<file path="config.mk">
export PLATFORM = sky130hd
export DESIGN_NAME = alu_exec_unit
export DESIGN_NICKNAME = d
export VERILOG_FILES = /design/src/rtl/alu_exec_unit.sv
export SDC_FILE = /design/constraint.sdc
export NUM_CORES = 1
export LEC_CHECK = 0
export ABC_CLOCK_PERIOD_IN_PS = 4900
export BUFFER_PORTS_ARGS = -buffer_cell sky130_fd_sc_hd__buf_2
export CORE_MARGIN = 2
export CORE_UTILIZATION = 50
export DETAILED_ROUTE_END_ITERATION = 8
export GPL_TIMING_DRIVEN = 0
export PLACE_DENSITY = 0.77
export REMOVE_ABC_BUFFERS = 1
export SLEW_MARGIN = 10
export SYNTH_ARGS = -nofsm -noshare
export SYNTH_HDL_FRONTEND = slang
export SYNTH_SLANG_ARGS = --single-unit
export TNS_END_PERCENT = 10
</file>
<file path="constraint.sdc">
create_clock -name clk -period 4.9 [get_ports clk]
set_clock_uncertainty 0.1 [all_clocks]
set_input_delay 0.49 -clock clk [delete_from_list [all_inputs] [get_ports clk]]
set_output_delay 0.49 -clock clk [all_outputs]
set_load 0.02 [all_outputs]
</file>
<file path="src/rtl/alu_exec_unit.sv">
// alu_exec_unit: EX-stage ALU. Decodes ALUOp/funct into the legacy operation
// code, executes on two DATA_W operands and presents the result in an output
// register behind a valid/ready handshake. MUL is an iterative shift-add that
// takes DATA_W cycles; undecodable requests complete with illegal=1, result 0.
//
// Ports:
//   clk, rst_n            rising-edge clock, asynchronous active-low reset
//   in_valid / in_ready   request handshake (in_ready is combinational)
//   alu_op, funct         controller ALUOp and instruction funct field
//   op_a, op_b            operands
//   out_valid / out_ready result handshake
//   result, zero          held result and its ==0 flag
//   operation, illegal    decoded op code / undecodable flag of the held result
module alu_exec_unit #(
  parameter int unsigned DATA_W  = 32,
  parameter int unsigned SHAMT_W = 5,
  parameter bit          MUL_EN  = 1'b1
) (
  input  logic              clk,
  input  logic              rst_n,
  input  logic              in_valid,
  output logic              in_ready,
  input  logic [2:0]        alu_op,
  input  logic [5:0]        funct,
  input  logic [DATA_W-1:0] op_a,
  input  logic [DATA_W-1:0] op_b,
  output logic              out_valid,
  input  logic              out_ready,
  output logic [DATA_W-1:0] result,
  output logic              zero,
  output logic [5:0]        operation,
  output logic              illegal
);

  localparam int unsigned CNT_W = (DATA_W > 1) ? $clog2(DATA_W) : 1;

  localparam logic [1:0] S_IDLE = 2'd0;
  localparam logic [1:0] S_MUL  = 2'd1;
  localparam logic [1:0] S_DONE = 2'd2;

  localparam logic [5:0] OP_ADD = 6'd27;
  localparam logic [5:0] OP_SUB = 6'd28;
  localparam logic [5:0] OP_SRL = 6'd29;
  localparam logic [5:0] OP_SLL = 6'd30;
  localparam logic [5:0] OP_XOR = 6'd31;
  localparam logic [5:0] OP_AND = 6'd32;
  localparam logic [5:0] OP_SLT = 6'd33;
  localparam logic [5:0] OP_MUL = 6'd34;

  logic [1:0]        r_state, w_nx_state;
  logic [CNT_W-1:0]  r_cnt, w_nx_cnt;
  logic [DATA_W-1:0] r_acc, w_nx_acc;
  logic [DATA_W-1:0] r_mcand, w_nx_mcand;
  logic [DATA_W-1:0] r_mplier, w_nx_mplier;
  logic              r_out_valid, w_nx_out_valid;
  logic [DATA_W-1:0] r_result, w_nx_result;
  logic              r_zero, w_nx_zero;
  logic [5:0]        r_operation, w_nx_operation;
  logic              r_illegal, w_nx_illegal;

  logic [5:0]         w_op;
  logic               w_illegal;
  logic [DATA_W-1:0]  w_exec;
  logic [SHAMT_W-1:0] w_shamt;
  logic               w_lt;
  logic               w_out_free;
  logic               w_accept;

  assign w_out_free = !r_out_valid || out_ready;
  assign in_ready   = (r_state == S_IDLE) && w_out_free;
  assign w_accept   = in_valid && in_ready;

  assign out_valid = r_out_valid;
  assign result    = r_result;
  assign zero      = r_zero;
  assign operation = r_operation;
  assign illegal   = r_illegal;

  // ALUOp/funct decode into the legacy operation encoding
  always_comb begin
    w_op      = 6'd0;
    w_illegal = 1'b1;
    case (alu_op)
      3'b000: begin w_op = OP_ADD; w_illegal = 1'b0; end
      3'b001,
      3'b101: begin w_op = OP_SUB; w_illegal = 1'b0; end
      3'b010: begin
        case (funct)
          6'd21: begin w_op = OP_ADD; w_illegal = 1'b0; end
          6'd22: begin w_op = OP_SUB; w_illegal = 1'b0; end
          6'd23: begin w_op = OP_SRL; w_illegal = 1'b0; end
          6'd24: begin w_op = OP_SLL; w_illegal = 1'b0; end
          6'd25: begin w_op = OP_XOR; w_illegal = 1'b0; end
          6'd26: begin w_op = OP_AND; w_illegal = 1'b0; end
          6'd27: begin w_op = OP_SLT; w_illegal = 1'b0; end
          6'd28: begin
            if (MUL_EN) begin
              w_op      = OP_MUL;
              w_illegal = 1'b0;
            end
          end
          default: ;
        endcase
      end
      default: ;
    endcase
  end

  // Single-cycle datapath; MUL and illegal codes fall to zero here
  assign w_shamt = op_b[SHAMT_W-1:0];
  assign w_lt    = $signed(op_a) < $signed(op_b);

  always_comb begin
    w_exec = '0;
    case (w_op)
      OP_ADD:  w_exec = op_a + op_b;
      OP_SUB:  w_exec = op_a - op_b;
      OP_SRL:  w_exec = op_a >> w_shamt;
      OP_SLL:  w_exec = op_a << w_shamt;
      OP_XOR:  w_exec = op_a ^ op_b;
      OP_AND:  w_exec = op_a & op_b;
      OP_SLT:  w_exec = DATA_W'(w_lt);
      default: w_exec = '0;
    endcase
  end

  // Next-state and output-register update
  always_comb begin
    w_nx_state     = r_state;
    w_nx_cnt       = r_cnt;
    w_nx_acc       = r_acc;
    w_nx_mcand     = r_mcand;
    w_nx_mplier    = r_mplier;
    w_nx_out_valid = r_out_valid;
    w_nx_result    = r_result;
    w_nx_zero      = r_zero;
    w_nx_operation = r_operation;
    w_nx_illegal   = r_illegal;

    // Consumer took the held result; a load below may re-assert valid
    if (r_out_valid && out_ready) w_nx_out_valid = 1'b0;

    case (r_state)
      S_IDLE: begin
        if (w_accept) begin
          if (w_op == OP_MUL) begin
            w_nx_mcand  = op_a;
            w_nx_mplier = op_b;
            w_nx_acc    = '0;
            w_nx_cnt    = '0;
            w_nx_state  = S_MUL;
          end else begin
            w_nx_out_valid = 1'b1;
            w_nx_result    = w_exec;
            w_nx_zero      = (w_exec == '0);
            w_nx_operation = w_op;
            w_nx_illegal   = w_illegal;
          end
        end
      end
      S_MUL: begin
        // One multiplier bit per cycle; mcand drops overflow, keeping low bits
        if (r_mplier[0]) w_nx_acc = r_acc + r_mcand;
        w_nx_mcand  = r_mcand << 1;
        w_nx_mplier = r_mplier >> 1;
        if (r_cnt == CNT_W'(DATA_W - 1)) begin
          w_nx_cnt   = '0;
          w_nx_state = S_DONE;
        end else begin
          w_nx_cnt = r_cnt + 1'b1;
        end
      end
      S_DONE: begin
        if (w_out_free) begin
          w_nx_out_valid = 1'b1;
          w_nx_result    = r_acc;
          w_nx_zero      = (r_acc == '0);
          w_nx_operation = OP_MUL;
          w_nx_illegal   = 1'b0;
          w_nx_state     = S_IDLE;
        end
      end
      default: w_nx_state = S_IDLE;
    endcase
  end

  // State and output registers
  always_ff @(posedge clk or negedge rst_n) begin
    if (!rst_n) begin
      r_state     <= S_IDLE;
      r_cnt       <= '0;
      r_acc       <= '0;
      r_mcand     <= '0;
      r_mplier    <= '0;
      r_out_valid <= 1'b0;
      r_result    <= '0;
      r_zero      <= 1'b1;
      r_operation <= 6'd0;
      r_illegal   <= 1'b0;
    end else begin
      r_state     <= w_nx_state;
      r_cnt       <= w_nx_cnt;
      r_acc       <= w_nx_acc;
      r_mcand     <= w_nx_mcand;
      r_mplier    <= w_nx_mplier;
      r_out_valid <= w_nx_out_valid;
      r_result    <= w_nx_result;
      r_zero      <= w_nx_zero;
      r_operation <= w_nx_operation;
      r_illegal   <= w_nx_illegal;
    end
  end

endmodule

</file>
* Word level (Yosys, flattened, before mapping)
Index checks and enable logic that the tools add are counted.
** Word-level totals
- Flip-flop bits (word level) :: 144
- Latch bits :: 0
- Memory bits (writable) :: 0
- Bits in read-only memories :: 0
- Input port bits :: 77
- Logic and storage cells :: 110
- Memories kept :: 0
** Operators by class
- $add $sub $neg :: 4
- Multiply operators :: 0
- Div/mod/pow operators :: 0
- $lt $le $gt $ge :: 1
- Equal/unequal tests :: 28
- Shift-type cells :: 2
- Muxes and demuxes :: 45
- Bitwise logic cells :: 2
- Reduce and logical (&&, ||, !) cells :: 18
** Operators with widths (count)
- two-way mux 32 bit :: 10
- case mux 32 bit (2 select lines) :: 4
- case mux 32 bit (7 select lines) :: 1
- == test 6 x 5 -> 1 bit (second input constant) :: 13
- adder 32 bit :: 2
- zero test 32 bit :: 2
- case mux 6 bit (8 select lines) :: 1
- bitwise AND 32 bit :: 1
- < comparator 32 bit :: 1
- << shifter 32 x 5 -> 32 bit :: 1
- right shift 32 x 5 -> 32 bit :: 1
- subtractor 32 bit :: 1
- XOR 32 bit :: 1
- == test 6 bit (second input constant) :: 3
- two-way mux 6 bit :: 3
- case mux 6 bit (3 select lines) :: 1
- two-way mux 5 bit :: 3
- case mux 6 bit (2 select lines) :: 1
- AND reduction 4 bit :: 3
- two-way mux 1 bit :: 11
- != test 2 bit (second input constant) :: 5
- case mux 5 bit (2 select lines) :: 1
- two-way mux 2 bit :: 4
- case mux 1 bit (2 select lines) :: 4
- 19 further kinds :: 22

* Logic depth before layout (Yosys ltp)
- Word-level depth :: 9
- Mapped depth :: 19
- Gate-level depth less buffers :: 16

* Worst setup path before layout
No wires, ideal clock.
- Kind :: input port to flip-flop
- From :: in op_b[3]
- To :: reg r_zero (netlist: zero)
- Arrival :: 4817 ps
- Required time :: 4728 ps
- Path slack :: -89 ps
- Stages :: 18
- Buffers on the path :: 5
- Cell sequence :: inv_1 > clkbuf_1 > clkbuf_1 > clkbuf_1 > clkbuf_1 > ha_1 > clkbuf_1 > a221oi_1 > o2111ai_1 > a31oi_1 > o31a_1 > xnor2_1 > a2111oi_0 > o2111ai_1 > nor4_1 > nand4_1 > or4_1 > o21ai_1
** Between the ends
- Cells in the longest elaborated chain, start to end :: 6
- Elaborated cells on any way between the ends :: 12
- Classes of those cells :: 2 x add/sub; 1 x order compare; 2 x shift; 4 x mux; 2 x bitwise; 1 x reduce/logical
** RTL lines
- start: declaration :: RTL line 26 : input logic [DATA_W-1:0] op_b,
- subtractor 32 bit, or another cell as far along :: RTL line 117 : OP_SUB: w_exec = op_a - op_b;
- case mux 32 bit (7 select lines) (*) :: RTL line 115 : case (w_op)
- zero test 32 bit (*) :: RTL line 155 : w_nx_zero = (w_exec == '0);
- two-way mux 1 bit (*) :: RTL line 146 : if (w_op == OP_MUL) begin
- two-way mux 1 bit (*) :: RTL line 145 : if (w_accept) begin
- case mux 1 bit (2 select lines) (*) :: RTL line 143 : case (r_state)
- end signal: assignment :: RTL line 208 : r_zero <= w_nx_zero;
- end: declaration :: RTL line 57 : logic r_zero, w_nx_zero;
Every way passes the cells marked *; elsewhere a longest branch is shown, timed or not. The select of a mux whose other input is x is not followed.
A chain may end at the register's enable or synchronous reset.

* Worst setup path in the final report
- From :: in op_b[0]
- To :: reg r_zero (netlist: zero)
Same word-level chain as after synthesis.

==> impl_metrics.ini <==
[cells_and_area]
fin_area_um2 = 18300
nets = 2268
diodes = 0
drive_gt1_share_pct = 15.8
syn2layout_area_growth_pct = 11.5

[clocking]
clock_latency_ps = 460
clockRootBuffer = clkbuf_16
cts_sinks = 143
h-tree-depth = 4
path_clk_slew_ps = 60
tritoncts = done
cts_made_buffers = 17
clockBufferDepth = 2

[setup_path]
crit_path_start_kind = input pin
crit_type = input pin to register
r2r-end = zero
cp_max_fo = 38
worstSetupEndpointType = register
r2r-start = r_state[1]
crit_required_ps = 5170
ff2ff_path_depth = 10
arrival_ps = 5150
rrSetupSlack_ps = 410

[worst_hold_path]
hold_path_end = r_mplier[31]
hp-class = input pin to register
min_from = op_b[31]
whs_path_depth = 2

[route]
num_vias = 17495
viasPerCell = 6.88
wl_um = 66800
dr.pass1.iters = 6
wl_per_cell_um = 26.3
drc = 0
drtIter0Drc = 2185
ant_nets = 0

[synthesis]
synth_common_cells = 266 x nand2_1, 203 x o21ai_0, 155 x a21oi_1, 153 x nor2_1, 142 x dfrtp_1
synth.most_common_cell = nand2_1
synth_top_flop_cell = dfrtp_1
yosys-top-cells-area = dfrtp_1 22%, ha_1 7.5%, mux4_2 7.4%
syn_inst = 2065
synth_top_area_share_pct = 21.7
synth_top_area_cell = dfrtp_1
ys.warnings.count = 0
synthArstFlopShare_pct = 100
syn_area_um2 = 16400
syn_avg_cell_area_um2 = 7.93
seq_area_frac_synth_pct = 21.9
ys_ff_latch = 143
synth_edf_count = 0
synth.distinct_cells = 89

[timing]
setup_viol = 0
post-route-period-util_pct = 99.5
period_minus_slack_ps = 4880
tightest_slew_ps = 1280
maxSlewViolCount = 0
hold_violations = 0
setup_tns_ps = 0
slew_headroom_pct = 14.3
grt_setup_unrepaired = no
max_freq_mhz = 205

[global_routing]
overflow = 0
grtUsageTotal_pct = 38.9
grt_pass1_wl_um = 100000
grt_pass1_vias = 16235
grt_max_degree = 106
antenna_found_initial = 0

[floorplanning]
core_area_um2 = 32400
dieArea_um2 = 34200
start_util_pct = 50.6
chipWidth_um = 185
num_rows = 66
io_pins = 119
die_h_um = 185

[outcome]
status = finished, final reports clean

[pwr]
vdd_drop_max_v = 0.000282
power.density_cell_area_nw_per_um2 = 246
power.leakage_nw = 7.89

[placed_design]
port_buffers = 118
place.gp.congestion = 1.03
postPlaceCellArea_um2 = 17300
dp_hpwl_um = 49600

[flow_run]
max_cap_violations = 0
worst max-delay path by stage:
| stage | startpoint | cells past startpoint | to | slack [ps] |
|---|---|---|---|---|
| CTS | op_b[1] | 15 | zero | -160 |
| global route | op_b[2] | 16 | zero | 0.8 |
| detailed placement | op_b[4] | 15 | zero | -1870 |
| global placement | r_state[1] | 5 | r_acc[30] | -5140 |
| floorplan | r_state[1] | 5 | r_acc[30] | -2030 |
| finish | op_b[0] | 15 | zero | 20 |
worst max-delay path, stage by stage:
cell and delay, ps:
buf_4 390, buf_12 310, clkinvlp_4 300, ha_1 350, nand2_1 90, o21ai_0 220
mux2_2 410, a32o_1 300, nor3_2 380, nand3b_1 130, or4_1 510, nor4_2 370
nand4_1 200, or4_1 470, o21ai_1 160
cells by family after synthesis:
| group | share of synthesized area [%] |
|---|---|
| buffers and inverters | 6.10 |
| xor gates and xnor gates | 1.71 |
| and+or+nand+nor | 18.9 |
| DFF | 21.9 |
| muxes | 14.6 |
| AOI/OAI and AO/OA | 29.0 |
| adders and majority gates | 7.85 |
sequential cells by signal, indices dropped and copies added, names as in the netlist:
name	flops
r_acc	32
out_valid	1
zero	1
r_state	2
r_cnt	5
r_mplier	32
result	32
illegal	1
r_mcand	32
operation	5
report_power, final:
part           internal [W]  leakage [nW]  total, W  switching, W
Sequential          0.00127          1.79   0.00134     0.0000613
Clock              0.000754         0.272   0.00135      0.000592
Combinational      0.000665          5.83   0.00182       0.00115
timing repair:
item,CTS,global route
pin swaps,0,2
resized for setup,24,23
buffers inserted,1,12
hold buffers,1,0
endpoints found under the hold margin,38,0
setup endpoints to repair,18,7
gates cloned,2,2
cell type report:
class,instances,area [um^2]
Tap cell,442,553
Timing Repair Buffer,152,1150
Clock inverter,11,133
Timing Repair inverter,2,10.0
Fill cell,3012,14100
Multi-Input combinational cell,1681,12000
Clock buffer,20,437
Sequential cell,143,3580
Inverter,93,368
routing by layer:
layer  global-route usage [%]  up-vias  routed length (um)  part of all wire (%)
met5                        0        -                   0                     0
li1                         -     7781                   -                     -
met3                     8.10      179                6830                    10
met1                     52.6     8456               27500                    41
met2                     60.1     1079               29400                    44
met4                     17.3        0                3170                   4.7
cell usage in the layout, fill, tap and decap left out, types with 15 or more instances in the layout:
| cell | count |
|---|---|
| o21ai_0 | 201 |
| a221oi_1 | 15 |
| buf_2 | 112 |
| nor3_1 | 45 |
| ha_1 | 96 |
| o21a_1 | 18 |
| buf_4 | 18 |
| o22ai_1 | 27 |
| a21oi_1 | 153 |
| a21o_1 | 44 |
| mux4_2 | 54 |
| o211ai_1 | 21 |
| nand2b_1 | 22 |
| inv_1 | 87 |
| mux2_2 | 26 |
| nand4_1 | 17 |
| nor2_1 | 151 |
| xnor2_1 | 21 |
| nor4_1 | 21 |
| clkbuf_16 | 19 |
| a31oi_1 | 24 |
| o21bai_1 | 18 |
| nand3_1 | 29 |
| a211oi_1 | 23 |
| nand2_1 | 265 |
| dfrtp_1 | 142 |
| mux2i_1 | 75 |
metrics by stage:
step	total power [W]	std cells	utilization, %	hold WS (ps)	worst slack [ps]
floorplan	0.00243	1917	-	94.4	-2030
global placement	0.00302	2477	52.1	349	-5140
detailed placement	0.00306	2495	53.5	299	-1870
CTS	0.00442	2530	55.7	222	-164
global route	0.00470	2544	56.4	231	0.764
finish	0.00450	2544	56.4	235	23.3
Note: power is estimated with default switching activity, not from simulation.
